--- src/rtl/signal_1_hz_monitor.sv ---
// Receive-side checker for the 1 Hz timing marker: synchronises the pulse, measures
// period and high-time, qualifies lock and reports period/width/missing-pulse errors.
module signal_1_hz_monitor #(
   parameter int CLK_HZ    = 5_000_000,
   parameter int TOL       = 50,
   parameter int WIDTH_MIN = 3,
   parameter int WIDTH_MAX = 10,
   parameter int LOCK_CNT  = 3,
   parameter int CNT_W     = 23
) (
   input  logic             clk,
   input  logic             rst_n,
   input  logic             pulse_in,
   output logic             locked,
   output logic             pulse_ok,
   output logic             err_period,
   output logic             err_width,
   output logic             err_missing,
   output logic [CNT_W-1:0] period_meas,
   output logic [7:0]       width_meas,
   output logic [15:0]      err_cnt
);

   localparam int GOOD_W = (LOCK_CNT < 2) ? 1 : $clog2(LOCK_CNT + 1);

   localparam logic [CNT_W-1:0]  P_MIN     = CNT_W'(CLK_HZ - TOL);
   localparam logic [CNT_W-1:0]  P_MAX     = CNT_W'(CLK_HZ + TOL);
   localparam logic [7:0]        W_MIN     = 8'(WIDTH_MIN);
   localparam logic [7:0]        W_MAX     = 8'(WIDTH_MAX);
   localparam logic [GOOD_W-1:0] GOOD_FULL = GOOD_W'(LOCK_CNT);
   localparam logic [GOOD_W-1:0] GOOD_LAST = GOOD_W'(LOCK_CNT - 1);

   typedef enum logic [1:0] {
      SEARCH,
      LOCKING,
      LOCKED
   } state_t;

   state_t            state;
   state_t            state_next;
   logic [GOOD_W-1:0] good_cnt;
   logic [GOOD_W-1:0] good_next;
   logic              wbad;
   logic              wbad_next;

   logic              sync1;
   logic              sync2;
   logic              sync3;
   logic              armed;
   logic              rise;
   logic              fall;

   logic [CNT_W-1:0]  cnt;
   logic [CNT_W-1:0]  period;
   logic [7:0]        width;

   logic              width_short;
   logic              width_long;
   logic              width_err;
   logic              ok_strobe;
   logic              period_strobe;
   logic              missing_strobe;
   logic              any_err;

   // Chain resets high and edges stay masked until a low level is seen, so a pulse
   // already high when reset lifts must go low and high again to count as a rise.
   always_ff @(posedge clk or negedge rst_n) begin
      if (!rst_n) begin
         sync1 <= 1'b1;
         sync2 <= 1'b1;
         sync3 <= 1'b1;
         armed <= 1'b0;
      end else begin
         sync1 <= pulse_in;
         sync2 <= sync1;
         sync3 <= sync2;
         if (!sync2) begin
            armed <= 1'b1;
         end
      end
   end

   assign rise   = armed & sync2 & ~sync3;
   assign fall   = armed & ~sync2 & sync3;
   assign period = cnt + 1'b1;

   // The stuck-high strobe fires on the cycle width steps from WIDTH_MAX to WIDTH_MAX+1;
   // a long pulse has already been flagged by then, so the fall only judges short ones.
   assign width_short = fall && (width < W_MIN);
   assign width_long  = armed && sync2 && !rise && (width == W_MAX);
   assign width_err   = width_short | width_long;

   always_ff @(posedge clk or negedge rst_n) begin
      if (!rst_n) begin
         state    <= SEARCH;
         good_cnt <= '0;
         wbad     <= 1'b0;
      end else begin
         state    <= state_next;
         good_cnt <= good_next;
         wbad     <= wbad_next;
      end
   end

   always_comb begin
      state_next     = state;
      good_next      = good_cnt;
      wbad_next      = wbad;
      ok_strobe      = 1'b0;
      period_strobe  = 1'b0;
      missing_strobe = 1'b0;

      if (width_err) begin
         wbad_next = 1'b1;
         if (state == LOCKED) begin
            state_next = LOCKING;
            good_next  = '0;
         end
      end

      case (state)
         SEARCH: begin
            if (rise) begin
               state_next = LOCKING;
               good_next  = '0;
               wbad_next  = 1'b0;
            end
         end
         LOCKING, LOCKED: begin
            if (rise) begin
               wbad_next = 1'b0;
               if ((period < P_MIN) || (period > P_MAX)) begin
                  period_strobe = 1'b1;
                  good_next     = '0;
                  state_next    = LOCKING;
               end else if (wbad) begin
                  good_next  = '0;
                  state_next = LOCKING;
               end else begin
                  ok_strobe = 1'b1;
                  if (good_cnt >= GOOD_LAST) begin
                     good_next  = GOOD_FULL;
                     state_next = LOCKED;
                  end else begin
                     good_next = good_cnt + 1'b1;
                  end
               end
            end else if (cnt == P_MAX) begin
               missing_strobe = 1'b1;
               good_next      = '0;
               state_next     = SEARCH;
            end
         end
         default: begin
            state_next = SEARCH;
            good_next  = '0;
            wbad_next  = 1'b0;
         end
      endcase
   end

   always_comb begin
      locked = (state == LOCKED);
   end

   assign any_err = period_strobe | width_err | missing_strobe;

   // Measurement counters and registered strobes; the period counter idles at zero
   // while searching and restarts on every accepted rise or missing-pulse timeout.
   always_ff @(posedge clk or negedge rst_n) begin
      if (!rst_n) begin
         cnt         <= '0;
         period_meas <= '0;
         width       <= '0;
         width_meas  <= '0;
         pulse_ok    <= 1'b0;
         err_period  <= 1'b0;
         err_width   <= 1'b0;
         err_missing <= 1'b0;
         err_cnt     <= '0;
      end else begin
         pulse_ok    <= ok_strobe;
         err_period  <= period_strobe;
         err_width   <= width_err;
         err_missing <= missing_strobe;

         if (rise) begin
            period_meas <= period;
            cnt         <= '0;
         end else if (missing_strobe || (state == SEARCH)) begin
            cnt <= '0;
         end else begin
            cnt <= cnt + 1'b1;
         end

         // The rise cycle itself is the first high cycle of the pulse.
         if (rise) begin
            width <= 8'd1;
         end else if (armed && sync2 && (width != 8'hFF)) begin
            width <= width + 1'b1;
         end

         if (fall) begin
            width_meas <= width;
         end

         if (any_err && (err_cnt != 16'hFFFF)) begin
            err_cnt <= err_cnt + 1'b1;
         end
      end
   end

endmodule

--- config.mk ---
export PLATFORM = sky130hd
export DESIGN_NAME = signal_1_hz_monitor
export DESIGN_NICKNAME = d
export VERILOG_FILES = /design/src/rtl/signal_1_hz_monitor.sv
export SDC_FILE = /design/constraint.sdc
export NUM_CORES = 1
export LEC_CHECK = 0
export BUFFER_PORTS_ARGS = -buffer_cell sky130_fd_sc_hd__buf_4
export CORE_MARGIN = 2
export CORE_UTILIZATION = 35
export CTS_CLUSTER_SIZE = 14
export DETAILED_ROUTE_END_ITERATION = 7
export PLACE_DENSITY = 0.51
export SLEW_MARGIN = 20
export SYNTH_ARGS = -nofsm -noshare
export SYNTH_HDL_FRONTEND = slang
export SYNTH_SLANG_ARGS = --single-unit
export TNS_END_PERCENT = 30
--- constraint.sdc ---
create_clock -name clk -period 3.7 [get_ports clk]
set_input_delay 0.37 -clock clk [delete_from_list [all_inputs] [get_ports clk]]
set_output_delay 0.37 -clock clk [all_outputs]
set_load 0.005 [all_outputs]
* Yosys cells after proc, flatten, opt, wreduce, memory -nomap -nowiden *
Cells that the tools add are included.

word-level totals
  register bits = 91
  latch bits = 0
  RAM bits = 0
  bits in read-only memories = 0
  input bits = 3
  output and inout port bits = 52
  memories kept = 0

cells by class
  add/sub/neg operators = 4
  $mul = 0
  divide/modulo/power cells = 0
  $lt $le $gt $ge = 4
  equal/unequal tests = 7
  shift operators = 0
  multiplexer cells = 35
  bitwise logic cells = 9
  reduce and logical (&&, ||, !) cells = 13

operator list
  operator                                                              number
  23-bit 2-to-1 mux                                                     2
  2-bit 2-to-1 mux                                                      16
  23-bit by 1-bit adder with 23-bit output, second input constant       1
  23-bit == test, second input constant                                 1
  23-bit greater-than comparator, second input constant                 1
  23-bit < comparator, second input constant                            1
  16-bit by 1-bit adder with 16-bit output, second input constant       1
  8-bit 2-to-1 mux                                                      2
  16-bit != test, second input constant                                 1
  1-bit 2-to-1 mux                                                      13
  8-bit by 1-bit adder with 8-bit output, second input constant         1
  8-bit by 4-bit == test with 1-bit output, second input constant       1
  8-bit by 2-bit < comparator with 1-bit output, second input constant  1
  8-bit != test, second input constant                                  1
  2-bit one-hot mux with 2 select lines                                 2
  1-bit logical AND                                                     6
  1-bit bitwise AND                                                     4
  3-bit by 1-bit != test with 1-bit output, second input constant       1
  1-bit bitwise OR                                                      3
  3-bit OR reduction                                                    1
  2-bit by 1-bit adder with 2-bit output, second input constant         1
  2-bit by 1-bit == test with 1-bit output, second input constant       1
  2-bit == test, second input constant                                  1
  2-bit >= comparator, second input constant                            1
  other kinds (6)                                                       8

* Longest topological paths before layout *
  depth in word-level cells = 12
  mapped depth = 12

* Least setup slack after synthesis *
Ideal clock, no wire load.

  path type = register -> register
  from = register cnt[1]
  to = register state[1]
  library setup time = 73 ps
  data arrival time = 2884 ps
  required time = 3627 ps
  path slack = 743 ps
  cell stages (with the launch flop) = 11
  buffers on the path = 1
  period minus slack after synthesis = 2957 ps
  cell sequence = dfrtp_1 > ha_1 > nand3_1 > clkbuf_1 > nor4_1 > nand4_1 > a22oi_1 > nand4_1 > or4_4 > a221o_1 > a21oi_2

on the way
  longest elaborated chain between the ends = 6
  elaborated cells on any way between the ends = 9

RTL lines
  item                                                                   RTL line  source
  from (decl)                                                            53        logic [CNT_W-1:0] cnt;
  from (signal assigned)                                                 193       cnt <= cnt + 1'b1;
  23-bit by 1-bit adder with 23-bit output                               85        assign period = cnt + 1'b1;
  23-bit < comparator or 23-bit greater-than comparator (tied branches)  132       if ((period < P_MIN) || (period > P_MAX)) begin
  1-bit logical OR                                                       132
  2-bit 2-to-1 mux                                                       132
  2-bit 2-to-1 mux *                                                     130       if (rise) begin
  2-bit one-hot mux with 2 select lines *                                121       case (state)
  via state_next[1]                                                      40        state_t state_next;
  to (signal assigned)                                                   99        state <= state_next;
  to (decl)                                                              39        state_t state;

The timed path passes the listed nets; every way through them passes the cells marked *.
A chain may end at the register's enable or synchronous reset.

* Worst setup path in the final report *
  from = register cnt[1]
  to = register err_cnt[14]

on the way
  longest elaborated chain between the ends = 9
  elaborated cells on any way between the ends = 14

RTL lines
  item                                                                   RTL line  source
  23-bit by 1-bit adder with 23-bit output                               85
  23-bit < comparator or 23-bit greater-than comparator (tied branches)  132
  1-bit logical OR                                                       132
  1-bit 2-to-1 mux                                                       132
  1-bit 2-to-1 mux                                                       130
  1-bit 2-to-1 mux                                                       121
  1-bit bitwise OR                                                       166       assign any_err = period_strobe | width_err | missing_strobe;
  1-bit bitwise OR *                                                     166
  1-bit logical AND *                                                    207       if (any_err && (err_cnt != 16'hFFFF)) begin
  to (signal assigned)                                                   208       err_cnt <= err_cnt + 1'b1;
  to (decl)                                                              21        output logic [15:0] err_cnt

Every way passes the cells marked *; elsewhere a longest branch is shown, timed or not.

==> impl_metrics.env <==
export IMPL_syn_inst=482
export IMPL_io_pins=55
export IMPL_synthXorXnorAreaFrac_pct=7.719
export IMPL_yosys_area_share_simple_pct=23.18
export IMPL_skew_ns=0.01000
export IMPL_clkLatencyLatePin_ns=0.34
export IMPL_cts_made_buffers=9
export IMPL_crit_required_ns=3.93
export IMPL_path_cells="ha_1, nand3_1, buf_4, nor4_1, mux2i_1, nand3b_1, a31oi_1, o31ai_2, buf_4, nor3_1, mux2_2"
export IMPL_slew_headroom_pct=44.23
export IMPL_min_path_type="in -> async"
export IMPL_finish_utilization_pct=42.18
export IMPL_ctsHoldBuffers=0
export IMPL_ys_seq_elements=91
export IMPL_grt_pass1_wl_microns=18350
export IMPL_clock_root_buffer="clkbuf_16"
export IMPL_critPathLaunchType="flop"
export IMPL_irDropWorstVdd_v=0.0002074
export IMPL_start_util_pct=35.55
export IMPL_p_leak_nw=2.472
export IMPL_track_usage_pct=16.08
export IMPL_slew_viol_final=0
export IMPL_yosysSeqAreaShare_pct=49.03
export IMPL_dominantRegCellSynth="dfrtp_1"
export IMPL_synth_top_family_by_area="simple AND/OR/NAND/NOR gates"
export IMPL_synth_adder_area_share_pct=2.690
export IMPL_synth_warnings=0
export IMPL_worstMarginPinSlew_ns=0.8366
export IMPL_vias_per_cell=5.074
export IMPL_dp_final_hpwl_microns=7640
export IMPL_route_detailed_drc=0
export IMPL_drive_above_1_share_pct=21.71
export IMPL_cap_viol_max_count=0
export IMPL_fin_crit_ns=3.268
export IMPL_grt_pass1_vias=3556
export IMPL_crit_path_end_kind="flop"
export IMPL_async_flop_share_pct=100.0
export IMPL_rsz0062_at_grt="false"
export IMPL_cts_buffer_depth=2
export IMPL_status="finished clean"
export IMPL_io_buffers=54
export IMPL_num_rows=42
export IMPL_grtUsageMet1_pct=22.89
export IMPL_grt_overflow=0
export IMPL_synth_edf_count=0
export IMPL_grt_max_degree=52
export IMPL_grt_busiest_layer="met2"
export IMPL_synthMuxAreaShare_pct=2.636
export IMPL_finalSetupViolCount=0
export IMPL_power_density_nw_per_um2=475.1
export IMPL_ys_types=70
export IMPL_critical_path_class="reg -> reg"
export IMPL_h_tree_depth=3
export IMPL_path_clk_slew_ns=0.07
export IMPL_core_area_sq_um=13090
export IMPL_crit_fanout=15
export IMPL_hold_ws_ns=0.05221
export IMPL_vias=3628
export IMPL_drt_iter0_markers=265
export IMPL_use_met3_pct=2.969
export IMPL_grt_util_met2_pct=24.60
export IMPL_syn_area_per_cell_sq_um=9.651
export IMPL_grt_antenna_before_repair=0
export IMPL_hold_viol=0
export IMPL_clock_sinks=91
export IMPL_routed_wl_microns=10670
export IMPL_critPathMaxStageDelay_ns=0.53
export IMPL_reg2reg_depth=11
export IMPL_post_cts_resized=0
export IMPL_cts_tree="yes"
export IMPL_slowest_stage="dfrtp_1"
export IMPL_synthesis_nets=495
export IMPL_dieArea_sq_um=14230
export IMPL_layout_nets=547
export IMPL_first_pass_iters=4
export IMPL_antennaDiodeCount=0
export IMPL_cts_setup_buffers=0
export IMPL_arrival_ns=3.50
export IMPL_drt_antenna_violating_nets=0
export IMPL_crit_path_frequent_cell="buf_4"
export IMPL_syn_cell_area_sq_um=4652
export IMPL_syn_to_final_growth_pct=18.64
export IMPL_synth_compound_area_share_pct=10.89
export IMPL_wl_per_cell_microns=14.93
export IMPL_die_h_microns=119.3
export IMPL_die_w_microns=119.3
export IMPL_gp_congestion=0.8391
export IMPL_period_share_pct=88.32
export IMPL_max_freq_ghz=0.3060
export IMPL_tns_ns=0
[Yosys cell counts (all sizes together) (5+ instances only)]
cell | number | area share, %
a21oi | 11 | 1.3
o21ai | 34 | 3.7
a31oi | 5 | 0.67
nand2 | 56 | 4.5
ha | 10 | 2.7
xnor2 | 16 | 3.0
buf | 7 | 0.78
dfrtp | 88 | 47
or3 | 10 | 1.4
nor3 | 18 | 1.9
nand4 | 14 | 2.5
nor4 | 15 | 2.2
xor2 | 25 | 4.7
nor2 | 51 | 4.1
nand3 | 16 | 1.8
and3 | 6 | 0.81
clkbuf | 17 | 1.6
inv | 18 | 1.5
o31ai | 5 | 0.91
mux2 | 10 | 2.4
[logic make-up after synthesis]
kind of cell             after synthesis
XOR/XNOR                              41
buffers and inverters                 42
AND/OR/NAND/NOR                      209
flip-flops                            91
adder cells (fa/ha/maj)               10
AO/OA/AOI/OAI                         78
multiplexers                          11
[worst max-delay path, delay by kind of cell, from the launching register on]
| kind | cells | cell delay [ns] |
|---|---|---|
| simple gates | 4 | 0.84 |
| mux | 2 | 0.74 |
| flops | 1 | 0.53 |
| buf+inv | 2 | 0.45 |
| compound gates | 2 | 0.34 |
| fa+ha+maj | 1 | 0.23 |
[where the power goes]
| part | switching (W) | leakage [nW] | internal (W) |
|---|---|---|---|
| combinational | 0.000313 | 1.11 | 0.000250 |
| clock | 0.000389 | 0.137 | 0.000457 |
| sequential | 0.000121 | 1.23 | 0.00109 |
| total | 0.000823 | 2.47 | 0.00180 |
[flip-flops by register name, indices dropped and copies added, names as in the netlist]
name and cells:
cnt 23, period_meas 23, err_cnt 16, width 8, width_meas 8, good_cnt 2
state 2, armed 1, err_missing 1, err_period 1, err_width 1, pulse_ok 1
sync1 1, sync2 1, sync3 1, wbad 1
[placed cells by master (no fill, tap or decap), drive strengths merged, types with 6 or more instances in the layout]
cell type and n:
nand3 16, nand4 14, ha 10, buf 65
and3 6, or3 10, xor2 25, nor4 15
mux2 10, o21ai 34, clkbuf 10, a21oi 11
nand2 56, dfrtp 88, nor3 18, xnor2 16
inv 19, nor2 51
[per-layer routing]
metal	part of all wire [%]	vias up
met2	47	63
met1	50	1767
li1	-	1790
met3	2.9	8
met4	1.0	0
met5	0	-
[layout make-up]
type,count,area [sq um]
inverter,18,67.56
clock inverter,6,41.29
clock buffer,10,229.0
tap,176,220.2
fill,1280,7566
multi-input combinational,349,2192
sequential,91,2281
timing repair buffer,65,488.0
[stage by stage]
| step | std cells | setup WS [ns] | power, W | instance area (sq um) |
|---|---|---|---|---|
| finish | 715 | 0.4323 | 0.002622 | 5519 |
| global route | 715 | 0.1726 | 0.002802 | 5519 |
| CTS | 715 | 0.4107 | 0.002665 | 5519 |
| detailed placement | 699 | 0.4344 | 0.001806 | 5249 |
| global placement | 699 | 0.4755 | 0.001797 | 5249 |
| floorplan | 482 | 0.7429 | 0.001562 | 4652 |
[worst paths after layout]
path,startpoint,to,slack (ns)
max in group asynchronous,rst_n,sync1,2.85
min in group clk,pulse_in,sync1,0.13
hold / removal,rst_n,period_meas[18],0.05
setup / recovery,cnt[1],err_cnt[14],0.43
hold reg to reg,sync1,sync2,0.37
setup reg to reg,cnt[1],err_cnt[14],0.43
(Power assumes the default switching activity.)
